File: src/rtl/instr_sequencer.sv
// Fetch/execute sequencer: pulls instructions over an imem req/ack handshake,
// strobes them into the datapath and runs the dmem handshake for LOAD/STORE.
module instr_sequencer #(
  parameter int         ADDR_W  = 8,
  parameter int         TIMEOUT = 15,
  parameter logic [3:0] HALT_OP = 4'hF
) (
  input  logic              clk,
  input  logic              rst,
  input  logic              start,
  output logic              imem_req,
  output logic [ADDR_W-1:0] imem_addr,
  input  logic              imem_ack,
  input  logic [15:0]       imem_rdata,
  output logic [15:0]       instr,
  output logic              instr_valid,
  output logic              dmem_req,
  output logic              dmem_we,
  input  logic              dmem_ack,
  output logic [ADDR_W-1:0] pc,
  output logic              busy,
  output logic              halted,
  output logic              err
);

  // state  | meaning
  // IDLE   | waiting for start, pc = 0
  // FETCH  | imem_req asserted at pc, waiting for imem_ack
  // EXEC   | one-cycle execute strobe of instr_reg
  // MEM    | dmem_req asserted for LOAD/STORE, waiting for dmem_ack
  // HALT   | HALT_OP executed, parked until rst
  // ERR    | handshake timed out, parked until rst
  localparam logic [2:0] S_IDLE  = 3'd0;
  localparam logic [2:0] S_FETCH = 3'd1;
  localparam logic [2:0] S_EXEC  = 3'd2;
  localparam logic [2:0] S_MEM   = 3'd3;
  localparam logic [2:0] S_HALT  = 3'd4;
  localparam logic [2:0] S_ERR   = 3'd5;

  localparam logic [3:0] OP_LOAD  = 4'h7;
  localparam logic [3:0] OP_STORE = 4'h8;

  // A zero TIMEOUT still needs a one-bit counter to keep the ports legal.
  localparam int              CNT_W    = (TIMEOUT > 0) ? $clog2(TIMEOUT + 1) : 1;
  localparam logic [CNT_W-1:0] CNT_LAST = (TIMEOUT > 0) ? CNT_W'(TIMEOUT - 1) : '0;

  logic [2:0]       state;
  logic [15:0]      instr_reg;
  logic [CNT_W-1:0] wait_cnt;
  logic [3:0]       opcode;
  logic             is_mem_op;
  logic             is_halt;
  logic             at_limit;

  assign opcode    = instr_reg[15:12];
  assign is_mem_op = (opcode == OP_LOAD) || (opcode == OP_STORE);
  assign is_halt   = (opcode == HALT_OP) && !is_mem_op;
  assign at_limit  = (TIMEOUT != 0) && (wait_cnt == CNT_LAST);

  always_ff @(posedge clk) begin
    if (rst) begin
      state     <= S_IDLE;
      pc        <= '0;
      instr_reg <= '0;
      wait_cnt  <= '0;
    end else begin
      case (state)
        S_IDLE: begin
          if (start) begin
            state    <= S_FETCH;
            wait_cnt <= '0;
          end
        end
        S_FETCH: begin
          if (imem_ack) begin
            instr_reg <= imem_rdata;
            state     <= S_EXEC;
          end else if (at_limit) begin
            state <= S_ERR;
          end else if (TIMEOUT != 0) begin
            wait_cnt <= wait_cnt + 1'b1;
          end
        end
        S_EXEC: begin
          wait_cnt <= '0;
          if (is_mem_op) begin
            state <= S_MEM;
          end else if (is_halt) begin
            state <= S_HALT;
          end else begin
            pc    <= pc + 1'b1;
            state <= S_FETCH;
          end
        end
        S_MEM: begin
          if (dmem_ack) begin
            pc       <= pc + 1'b1;
            wait_cnt <= '0;
            state    <= S_FETCH;
          end else if (at_limit) begin
            state <= S_ERR;
          end else if (TIMEOUT != 0) begin
            wait_cnt <= wait_cnt + 1'b1;
          end
        end
        default: ;
      endcase
    end
  end

  // Outputs decode only the state register and instr_reg, so no ack reaches a req.
  assign imem_req    = (state == S_FETCH);
  assign imem_addr   = pc;
  assign instr_valid = (state == S_EXEC) && !is_halt;
  assign dmem_req    = (state == S_MEM);
  assign dmem_we     = dmem_req && (opcode == OP_STORE);
  assign instr       = (instr_valid || dmem_req) ? instr_reg : 16'h0000;
  assign busy        = (state == S_FETCH) || (state == S_EXEC) || (state == S_MEM);
  assign halted      = (state == S_HALT);
  assign err         = (state == S_ERR);

endmodule

File: config.mk
export PLATFORM = sky130hd
export DESIGN_NAME = instr_sequencer
export DESIGN_NICKNAME = d
export VERILOG_FILES = /design/src/rtl/instr_sequencer.sv
export SDC_FILE = /design/constraint.sdc
export NUM_CORES = 1
export LEC_CHECK = 0
export ABC_CLOCK_PERIOD_IN_PS = 1900
export BUFFER_PORTS_ARGS = -buffer_cell sky130_fd_sc_hd__buf_2
export CAP_MARGIN = 5
export CORE_MARGIN = 1
export CORE_UTILIZATION = 41
export CTS_BUF_LIST = sky130_fd_sc_hd__clkbuf_4 sky130_fd_sc_hd__clkbuf_8
export DETAILED_ROUTE_END_ITERATION = 12
export PLACE_DENSITY_LB_ADDON = 0.12
export SLEW_MARGIN = 20
export SYNTH_ARGS = -nofsm -noshare
export SYNTH_HDL_FRONTEND = slang
export SYNTH_SLANG_ARGS = --single-unit
File: constraint.sdc
create_clock -name clk -period 1.9 [get_ports clk]
set_clock_uncertainty 0.1 [all_clocks]
set_input_delay 0.19 -clock clk [delete_from_list [all_inputs] [get_ports clk]]
set_output_delay 0.19 -clock clk [all_outputs]
set_load 0.01 [all_outputs]
==> Yosys cells after proc, flatten, opt, wreduce, memory -nomap -nowiden <==
Index checks and enable logic that the tools add are counted.
{ "op_classes": {"addsub": 2, "eq_ne": 14, "n_mux": 17, "n_reduce_logical": 16} }
{ "ops": {"columns": ["cell", "n"], "rows": [
  ["$mux W8", 3],
  ["$mux W3", 6],
  ["$mux W16", 1],
  ["$mux W4", 4],
  ["$pmux W4 S4", 1],
  ["$pmux W8 S2", 1],
  ["$eq A4 B4 Y1 const B", 3],
  ["$pmux W3 S4", 1],
  ["$add A8 B1 Y8 const B", 1],
  ["$ne A2 B2 Y1 const B", 4],
  ["$eq A3 B2 Y1 const B", 2],
  ["$eq A3 B3 Y1 const B", 2],
  ["$add A4 B1 Y4 const B", 1],
  ["$eq A4 B3 Y1 const B", 1],
  ["$logic_or A1 B1 Y1", 4],
  ["$reduce_and A2 Y1", 2],
  ["$reduce_and A4 Y1", 1],
  ["$reduce_bool A4 Y1", 1],
  ["$eq A3 B1 Y1 const B", 1],
  ["$logic_and A1 B1 Y1", 3],
  ["$logic_not A3 Y1", 1],
  ["$reduce_and A3 Y1", 1],
  ["$logic_not A1 Y1", 2],
  ["$ne A2 B1 Y1 const B", 1],
  ["$reduce_bool A2 Y1", 1]
]} }
{ "word_totals": {"reg_bits": 31, "inputBits": 21, "elab_cells": 53} }

==> Logic depth before layout (Yosys ltp) <==
Gate-level depths: netlist (run 1).
{ "depth": {"word_depth": 8, "depth_mapped": 7, "depth_no_buf": 6} }

==> Worst setup path before layout (run 1) <==
Ideal clock, no wire load.
{ "synth_timing": {"kind": "register -> register", "start": "register instr_reg[14]", "end": "register pc[7], in the netlist imem_addr[7]", "setup_ns": 0.121, "arrival_time_ns": 1.425, "required_time_ns": 1.679, "setup_slack_ns": 0.254, "stages_incl_launch_ff": 5, "path_buffers": 0, "period_less_slack_ns": 1.646, "cell_sequence": "dfxtp_1 -> and3_4 -> o31a_1 -> nor4_1 -> mux2_2"} }
{ "synth_between": {"elab_chain_cells": 6, "elab_cells_between_ends": 9, "classes_between": "5 x eq/ne; 4 x reduce/logical"} }
{ "synth_rtl": {"columns": ["element", "line_no", "rtl"], "rows": [
  ["start, declared", "48", "logic [15:0] instr_reg;"],
  ["start signal, assigned", "76", "instr_reg <= imem_rdata;"],
  ["$eq A4 B3 Y1 or $eq A4 B4 Y1 (tied branches)", "56", "assign is_mem_op = (opcode == OP_LOAD) || (opcode == OP_STORE);"],
  ["$logic_or A1 B1 Y1", "56", null],
  ["$logic_not A1 Y1", "57", "assign is_halt = (opcode == HALT_OP) && !is_mem_op;"],
  ["$logic_and A1 B1 Y1", "57", null],
  ["$ne A2 B2 Y1 (no line)", null, null],
  ["$reduce_and A4 Y1 (no line) *", null, null],
  ["end signal, assigned", "91", "pc <= pc + 1'b1;"],
  ["end signal, assigned", "97", "pc <= pc + 1'b1;"],
  ["end, declared", "20", "output logic [ADDR_W-1:0] pc,"]
]} }
Mark *: on every way between the ends. The rest lies on a longest branch, timed or not.
A chain may end at the register's enable or synchronous reset.

==> Worst setup path after layout (run 1) <==
{ "layout_timing": {"start": "register instr_reg[13]", "end": "output port instr[2]"} }
{ "layout_between": {"elab_chain_cells": 8, "elab_cells_between_ends": 10, "classes_between": "3 x eq/ne; 1 x mux; 6 x reduce/logical"} }
{ "layout_rtl": {"columns": ["element", "line_no", "rtl"], "rows": [
  ["$eq A4 B3 Y1 or $eq A4 B4 Y1 (tied branches)", "56", null],
  ["$logic_or A1 B1 Y1", "56", null],
  ["$logic_not A1 Y1", "57", null],
  ["$logic_and A1 B1 Y1 *", "57", null],
  ["$logic_not A1 Y1 *", "114", "assign instr_valid = (state == S_EXEC) && !is_halt;"],
  ["$logic_and A1 B1 Y1 *", "114", null],
  ["$logic_or A1 B1 Y1 *", "117", "assign instr = (instr_valid || dmem_req) ? instr_reg : 16'h0000;"],
  ["$mux W16 *", "117", null],
  ["end, declared", "15", "output logic [15:0] instr,"]
]} }
Marked as above.

==> flow_summary.json, run 1 <==
{
  "outcome": "complete, no violations",
  "ys_seq_elements": 31,
  "synthTopCellsByArea": "dfxtp_1 (39%), nand2_1 (9.4%), a21oi_1 (8.4%)",
  "cts_sinks": 31,
  "core_um2": 3720,
  "clk_path_buf_depth": 2,
  "num_antenna_cells": 0,
  "p_switching_w": 0.000338,
  "power_density_nw_per_um2": 652,
  "drc": 0,
  "ant_nets": 0,
  "p_clk_share_pct": 38.3,
  "arrival_ns": 1.53,
  "cp.buffers_inverters": 2,
  "ys.flop_type": "dfxtp_1",
  "ys_types": 32,
  "cts-root-buf": "clkbuf_8",
  "synth_nets": 236,
  "num-fill-cells": 400,
  "dp_hpwl_um": 2750,
  "cts_made_buffers": 5,
  "syn-cell-area_um2": 1600,
  "avgSynthCellArea_um2": 7.55,
  "grt_start_max_net_pins": 21,
  "cpMaxStageDelayCell": "dfxtp_2",
  "grtUsageTotal_pct": 20.2,
  "synth_cells": 212,
  "ys_seq_area_share_pct": 38.7,
  "hp-class": "in2reg",
  "yosysTopAreaCell": "dfxtp_1",
  "grt_pass1_vias": 1514,
  "vias": 1621,
  "area_growth_pct": 30.1,
  "avgViaCountPerCell": 5.05,
  "tightest_slew_ns": 0.504,
  "die_w_um": 64.5,
  "timing.fmax_ghz": 0.551,
  "cp-start-kind": "flop",
  "grt_pass1_wl_um": 6530,
  "die_h_um": 64.5,
  "post-route-min-period_ns": 1.82,
  "finalWorstSetupSlack_ns": 0.0842,
  "yosysTopAreaCellShare_pct": 38.8,
  "power_frac_comb_pct": 11.2,
  "period_share_pct": 95.6,
  "start_util_pct": 43.1,
  "io-pin-count": 60,
  "row_count": 22,
  "finalSetupTns_ns": 0,
  "first_pass_iters": 4,
  "drt_iter0_drc": 97,
  "synth-edff-count": 0,
  "relSlewSlack_pct": 65.5,
  "p_leak_nw": 0.946,
  "largest_register_ffs": 16,
  "drive_gt1_share_pct": 34.4,
  "rsz0062_at_grt": "false",
  "peakVddDrop_mv": 0.465,
  "drv_slew": 0,
  "critPathKind": "reg2out",
  "switching_share_pct": 24.9,
  "async_flop_share_pct": 0,
  "pwr-share-seq_pct": 50.5,
  "endpoint_kind": "output pin",
  "finalSetupViolCount": 0,
  "drt-total-wl_um": 3930,
  "drv_cap": 0,
  "port_buffers": 59,
  "cpLargestDelayFamily": "simple AND/OR/NAND/NOR gates",
  "path_cells": "and4_1 -> and2_4 -> nor2_2 -> buf_6 -> and2_1 -> buf_2",
  "gr-total-overflow": 0,
  "cts_tree": "built",
  "wire_per_inst_um": 12.3,
  "clk_latency_ns": 0.28,
  "yosysWarnings": 0,
  "die_area_um2": 4160,
  "gp_congestion": 0.754,
  "required_ns": 1.61,
  "internal-power_w": 0.00102,
  "ctsHtreeMaxLevel": 2,
  "clk_pin_slew_ns": 0.06,
  "place_ws_ns": 0.0576,
  "grt_antenna_before_repair": 0,
  "final_hold_viol_count": 0,
  "nets": 296,
  "critPathMaxFanout": 15,
  "max_stage_delay_ns": 0.37
}
==> power groups by stage <==
stage,sequential [W],combinational [W],clock [W]
after floorplan,0.000692,0.0000890,0
after global placement,0.000698,0.000149,0
after detailed placement,0.000699,0.000151,0
after CTS,0.000685,0.000151,0.000536
after global routing,0.000689,0.000171,0.000573
final,0.000686,0.000152,0.000521
==> layout by cell type, fill, tap and decap left out, types with 2 or more instances in the layout <==
master	synthesis	routed
buf_4	8	11
dfxtp_1	31	26
dfxtp_2	0	4
clkbuf_4	0	2
mux2_2	2	2
nand3_1	8	8
a21oi_1	27	27
nor3_1	6	6
o31ai_1	3	3
and2_1	18	17
nor2b_1	7	7
or3_1	5	5
nor4_1	3	2
o21ai_0	7	7
a221oi_1	2	2
inv_1	6	5
clkbuf_8	0	5
or4_1	2	2
ha_1	3	3
nand2_1	40	39
nor2_1	9	8
buf_2	3	59
and3_1	3	3
==> final cells by class <==
type | instances | area (um2) | share of cell area, %
Tap cell | 48 | 60.1 | 2.88
Multi-Input combinational cell | 156 | 873 | 41.9
Clock inverter | 1 | 5.00 | 0.240
Sequential cell | 31 | 629 | 30.2
Clock buffer | 7 | 83.8 | 4.02
Inverter | 6 | 22.5 | 1.08
Timing Repair Buffer | 72 | 409 | 19.6
==> stage by stage <==
step                      total power [W]  instances  cell area (um2)  hold WS [ns]  util (%)
final                             0.00136        321             2080        0.0373      56.1
after global routing              0.00143        321             2080        0.0382      56.1
after CTS                         0.00137        320             2050        0.0324      55.2
after detailed placement         0.000849        312             1950         0.335      52.6
after global placement           0.000847        312             1950         0.333      52.6
after floorplan                  0.000781        212             1600         0.226         -
==> cell families (layout without fill, tap and decap cells) <==
logic type,after synthesis,in the layout,share of synthesized area (%)
mux,2,2,1.41
flops,31,31,38.8
fa+ha+maj,3,3,2.34
compound gates,44,44,15.6
buf+inv,25,86,7.97
simple gates,107,107,33.9
==> worst paths after layout <==
kind	startpoint	to	slack (ns)	depth (start not counted)
hold reg to reg	instr_reg[6]$_SDFFE_PP0P_	instr_reg[6]$_SDFFE_PP0P_	0.35	2
setup reg to reg	instr_reg[14]$_SDFFE_PP0P_	imem_addr[5]$_SDFFE_PP0P_	0.09	4
setup / recovery	instr_reg[13]$_SDFFE_PP0P_	instr[2]	0.08	6
hold / removal	imem_rdata[15]	instr_reg[15]$_SDFFE_PP0P_	0.04	3
==> Yosys cell counts, types with 3 or more instances <==
| library cell | n |
|---|---|
| ha_1 | 3 |
| buf_4 | 8 |
| nor3_1 | 6 |
| nand2_1 | 40 |
| or3_1 | 5 |
| nand3_1 | 8 |
| buf_2 | 3 |
| inv_1 | 6 |
| o21ai_0 | 7 |
| o31ai_1 | 3 |
| nor2_1 | 9 |
| dfxtp_1 | 31 |
| a21oi_1 | 27 |
| and3_1 | 3 |
| nor4_1 | 3 |
| nor2b_1 | 7 |
| and2_1 | 18 |
| clkbuf_1 | 8 |
==> layer usage <==
layer	GRT usage [%]	wire, um	share of wire, %	vias up
met3	4.75	161	4.1	8
met1	24.0	1880	48	734
met5	0	0	0	-
met2	33.6	1830	47	39
met4	10.8	60	1.5	0
li1	-	-	-	840
==> worst reg2reg max path, stage by stage (launching register included) <==
cell,delay [ns]
dfxtp_2,0.34
and3_4,0.18
o31a_1,0.37
nor4_1,0.34
mux2_2,0.37
==> repair_timing <==
action / in CTS / in global routing
hold buffers: 0 / 0
buffers inserted: 0 / 1
gates cloned: 0 / 0
pin swaps: 0 / 1
gates resized for setup: 3 / 10
setup endpoints to repair: 16 / 16
Note: power is estimated with default switching activity, not from simulation.
==> run 2, diff against run 1 <==
Settings changed: CELL_PAD_IN_SITES_DETAIL_PLACEMENT set to 2, CELL_PAD_IN_SITES_GLOBAL_PLACEMENT set to 2, CORE_ASPECT_RATIO set to 0.8, CORE_UTILIZATION 41 to 27.
==> flow_summary.json, run 2 (synthesis gave the netlist of run 1 again) <==
{
  "power_frac_comb_pct": 13.5,
  "pwr-share-seq_pct": 48.9,
  "largest_register_ffs": 16,
  "grtUsageTotal_pct": 18.2,
  "clk_path_buf_depth": 2,
  "drv_cap": 0,
  "die_area_um2": 6250,
  "vias": 1715,
  "die_h_um": 70.9,
  "critPathKind": "reg2reg",
  "grt_use_met1_pct": 24.9,
  "row_count": 24,
  "peakVddDrop_mv": 0.286,
  "outcome": "complete, no violations",
  "internal-power_w": 0.00103,
  "num_antenna_cells": 0,
  "drive_gt1_share_pct": 34.8,
  "period_share_pct": 98.4,
  "tightest_slew_ns": 0.401,
  "gr-total-overflow": 0,
  "grt_antenna_before_repair": 0,
  "timing.fmax_ghz": 0.535,
  "io-pin-count": 60,
  "die_w_um": 88.1,
  "num-fill-cells": 686,
  "final_area_um2": 2210,
  "drv_slew": 0,
  "cts-root-buf": "clkbuf_8",
  "clk_latency_ns": 0.28,
  "place_ws_ns": -0.100,
  "nets": 306,
  "first_pass_iters": 3,
  "critPathMaxFanout": 6,
  "drt-total-wl_um": 5350,
  "drc": 0,
  "cp-start-kind": "flop",
  "clk_pin_slew_ns": 0.07,
  "finalWorstSetupSlack_ns": 0.0311,
  "ctsHtreeMaxLevel": 2,
  "endpoint_kind": "flop",
  "grt_pass1_wl_um": 8670,
  "cts_made_buffers": 5,
  "ctsHoldBuffers": 0,
  "p_switching_w": 0.000355,
  "wire_per_inst_um": 14.9,
  "finalSetupViolCount": 0,
  "final_common_cell": "buf_2",
  "avgViaCountPerCell": 4.76,
  "dp_hpwl_um": 3950,
  "finalSetupTns_ns": 0,
  "ant_nets": 0,
  "whs_ns": 0.0406,
  "required_ns": 2.01,
  "grt_start_max_net_pins": 18,
  "hp-class": "in2reg",
  "drt_iter0_drc": 37,
  "place_area_um2": 2070,
  "met3_usage_pct": 4.08,
  "area_growth_pct": 38.0,
  "arrival_ns": 1.98,
  "cts_tree": "built",
  "use_met2_pct": 28.5,
  "layout_common_cells": "buf_2 (59), nand2_1 (40), dfxtp_1 (30), a21oi_1 (26), buf_4 (20)",
  "cts_sinks": 31,
  "switching_share_pct": 25.6,
  "p_clk_share_pct": 37.6,
  "rsz0062_at_grt": "true",
  "start_util_pct": 28.7,
  "power_density_nw_per_um2": 629,
  "busiest_layer": "met2",
  "post-route-min-period_ns": 1.87,
  "gp_congestion": 0.758,
  "finalPower_w": 0.00139,
  "relSlewSlack_pct": 72.6,
  "p_leak_nw": 0.996,
  "grt_pass1_vias": 1768,
  "core_um2": 5590,
  "final_hold_viol_count": 0,
  "port_buffers": 59
}
-- run 2: worst paths after layout --
check	from	to	slack, ns	depth (start not counted)
max	instr_reg[13]$_SDFFE_PP0P_	imem_addr[6]$_SDFFE_PP0P_	0.03	5
min reg2reg	instr_reg[8]$_SDFFE_PP0P_	instr_reg[8]$_SDFFE_PP0P_	0.35	2
min	imem_rdata[5]	instr_reg[5]$_SDFFE_PP0P_	0.04	3
max reg2reg	instr_reg[13]$_SDFFE_PP0P_	imem_addr[6]$_SDFFE_PP0P_	0.03	5
-- run 2: power groups by stage --
stage               registers (W)  logic (W)  clock network [W]
CTS                      0.000679   0.000186           0.000542
global placement         0.000693   0.000179                  0
floorplan                0.000692  0.0000890                  0
global route             0.000681   0.000212           0.000575
finish                   0.000679   0.000187           0.000523
detailed placement       0.000693   0.000182                  0
-- run 2: critical path, stage by stage (launching register included) --
cell     delay, ns
dfxtp_2       0.32
buf_4         0.14
and3_4        0.16
o31a_1        0.37
or4_1         0.55
a21oi_2       0.14
-- run 2: cell type report --
type,instances,area [um2],share of cell area (%)
clock inverters,1,5.00,0.227
multi-input cells,156,883,40.0
inverters,6,22.5,1.02
repair buffers,82,497,22.5
flip-flops and latches,31,622,28.1
well taps,78,97.6,4.42
clock buffers,6,82.6,3.74
-- run 2: timing repair --
| item | in CTS | in global routing |
|---|---|---|
| setup buffers | 0 | 1 |
| resized for setup | 5 | 3 |
| setup endpoints to repair | 18 | 20 |
| pin swaps | 1 | 2 |
-- run 2: through the flow --
stage               utilization (%)  instances
global route                   39.6        360
floorplan                         -        212
CTS                            39.0        359
detailed placement             37.0        352
finish                         39.6        360
global placement               37.0        352
-- run 2: per-layer routing --
| metal | vias up | wire [um] |
|---|---|---|
| li1 | 858 | - |
| met1 | 819 | 2690 |
| met2 | 31 | 2420 |
| met3 | 7 | 179 |
| met4 | 0 | 66 |
| met5 | - | 0 |
==> run 3, diff against run 2 <==
Settings changed: CORE_UTILIZATION 27 to 26, CTS_BUF_LIST sky130_fd_sc_hd__clkbuf_4 sky130_fd_sc_hd__clkbuf_8 to not set.
==> flow_summary.json, run 3 (synthesis gave the netlist of run 1 again) <==
{
  "die_h_um": 72.2,
  "post-route-min-period_ns": 1.85,
  "cp-start-kind": "flop",
  "finalSetupViolCount": 0,
  "critPathMaxFanout": 8,
  "drc": 0,
  "start_util_pct": 27.1,
  "dpl.cell_count": 347,
  "drt_iter0_drc": 50,
  "cts_sinks": 31,
  "hp-class": "in2reg",
  "grt_pass1_vias": 1673,
  "whs_path_depth": 3,
  "drv_slew": 0,
  "r2r-end": "imem_addr[5]$_SDFFE_PP0P_",
  "final_hold_viol_count": 0,
  "endpoint_kind": "output pin",
  "largest_register_ffs": 16,
  "ctsHtreeMaxLevel": 2,
  "rrSetupSlack_ns": 0.09,
  "num_antenna_cells": 0,
  "vias": 1677,
  "clk_latency_ns": 0.29,
  "cts-root-buf": "clkbuf_8",
  "power_density_nw_per_um2": 631,
  "place_area_um2": 2010,
  "drt-total-wl_um": 5090,
  "die_area_um2": 6480,
  "num-fill-cells": 701,
  "finalSetupTns_ns": 0,
  "regArea_um2": 631,
  "grt_antenna_before_repair": 0,
  "outcome": "complete, no violations",
  "drv_cap": 0,
  "area_growth_pct": 35.3,
  "grtUsageTotal_pct": 16.6,
  "cts_tree": "built",
  "r2r_start": "instr_reg[14]$_SDFFE_PP0P_",
  "gp_congestion": 0.700,
  "fin_cells": 358,
  "period_share_pct": 97.2,
  "dp_hpwl_um": 3710,
  "avgViaCountPerCell": 4.68,
  "arrival_ns": 1.56,
  "io-pin-count": 60,
  "relSlewSlack_pct": 69.5,
  "ant_nets": 0,
  "grt_start_max_net_pins": 19,
  "die_w_um": 89.7,
  "peakVddDrop_mv": 0.282,
  "whs_endpoint": "instr_reg[13]$_SDFFE_PP0P_",
  "grt_pass1_wl_um": 8310,
  "clk_pin_slew_ns": 0.07,
  "nets": 300,
  "final_area_um2": 2170,
  "p_leak_nw": 0.971,
  "clk_path_buf_depth": 2,
  "required_ns": 1.61,
  "path_cells": "and4_4 -> and2_4 -> nor2_4 -> buf_6 -> and2_1 -> buf_2",
  "wire_per_inst_um": 14.2,
  "whs_ns": 0.0275,
  "tightest_slew_ns": 0.446,
  "final_common_cell": "buf_2",
  "cpMaxStageDelayCell": "dfxtp_4",
  "row_count": 25,
  "critPathKind": "reg2out",
  "max_stage_delay_ns": 0.36,
  "rr_worst_depth": 4,
  "cts_made_buffers": 5,
  "multi_input_area_um2": 880,
  "worstHoldStart": "imem_rdata[13]",
  "first_pass_iters": 4,
  "timing.fmax_ghz": 0.541,
  "layout_common_cells": "buf_2 (58), nand2_1 (39), a21oi_1 (27), dfxtp_1 (25), and2_1 (17)",
  "drive_gt1_share_pct": 35.7,
  "ctsHoldBuffers": 0,
  "port_buffers": 59,
  "core_um2": 5910,
  "gr-total-overflow": 0
}
-- run 3: cell types whose count changed in the layout (fill, tap and decap cells not counted), sizes merged --
cell	delta
clkbuf	-1
clkinv	+2
buf	-6
-- run 3: worst max-delay path, delay by kind of cell, from the launching register on --
family,cells,cell delay [ns]
AND/OR/NAND/NOR,4,0.63
buffers and inverters,2,0.27
flip-flops,1,0.36
-- run 3: through the flow --
stage,util [%],worst slack (ns),power (W)
after floorplan,-,0.254,0.000781
after global placement,34.0,0.123,0.000857
after detailed placement,34.0,0.0615,0.000861
after CTS,35.9,0.0182,0.00139
after global routing,36.7,-0.0101,0.00144
final,36.7,0.0526,0.00137
-- run 3: area by class of cell --
cell class	count	area share (%)
multi-input cells	156	40.6
flip-flops and latches	31	29.1
repair buffers	76	20.7
well taps	81	4.68
clock buffers	5	3.18
inverters	6	1.04
clock inverters	3	0.693
-- run 3: timing repair --
item                                   in CTS  in global routing
buffers inserted                            0                  2
endpoints found under the hold margin       0                  0
gates resized for setup                    11                  7
cloned                                      1                  0
pin swaps                                   0                  2
setup endpoints to repair                  15                 24
-- run 3: power breakdown --
group / total [W] / internal, W / leakage (nW) / switching [W]
clock: 0.000519 / 0.000251 / 0.0477 / 0.000269
combinational: 0.000165 / 0.0000713 / 0.669 / 0.0000939
sequential: 0.000684 / 0.000669 / 0.254 / 0.0000153
-- run 3: worst max path at each step --
stage                                    start                   endpoint  slack [ns]
detailed placement  instr_reg[14]$_SDFFE_PP0P_  imem_addr[7]$_SDFFE_PP0P_        0.06
finish              instr_reg[14]$_SDFFE_PP0P_                   instr[2]        0.05
floorplan           instr_reg[14]$_SDFFE_PP0P_  imem_addr[7]$_SDFFE_PP0P_        0.25
CTS                 instr_reg[14]$_SDFFE_PP0P_                  instr[10]        0.02
global route        instr_reg[14]$_SDFFE_PP0P_                   instr[2]       -0.01
global placement    instr_reg[14]$_SDFFE_PP0P_  imem_addr[7]$_SDFFE_PP0P_        0.12
-- run 3: per-layer routing --
| layer | GRT usage, % | up-vias | part of all wire (%) |
|---|---|---|---|
| met3 | 4.82 | 6 | 5.2 |
| li1 | - | 839 | - |
| met2 | 25.5 | 38 | 43 |
| met5 | 0 | - | 0 |
| met4 | 7.10 | 0 | 1.6 |
| met1 | 21.9 | 794 | 50 |
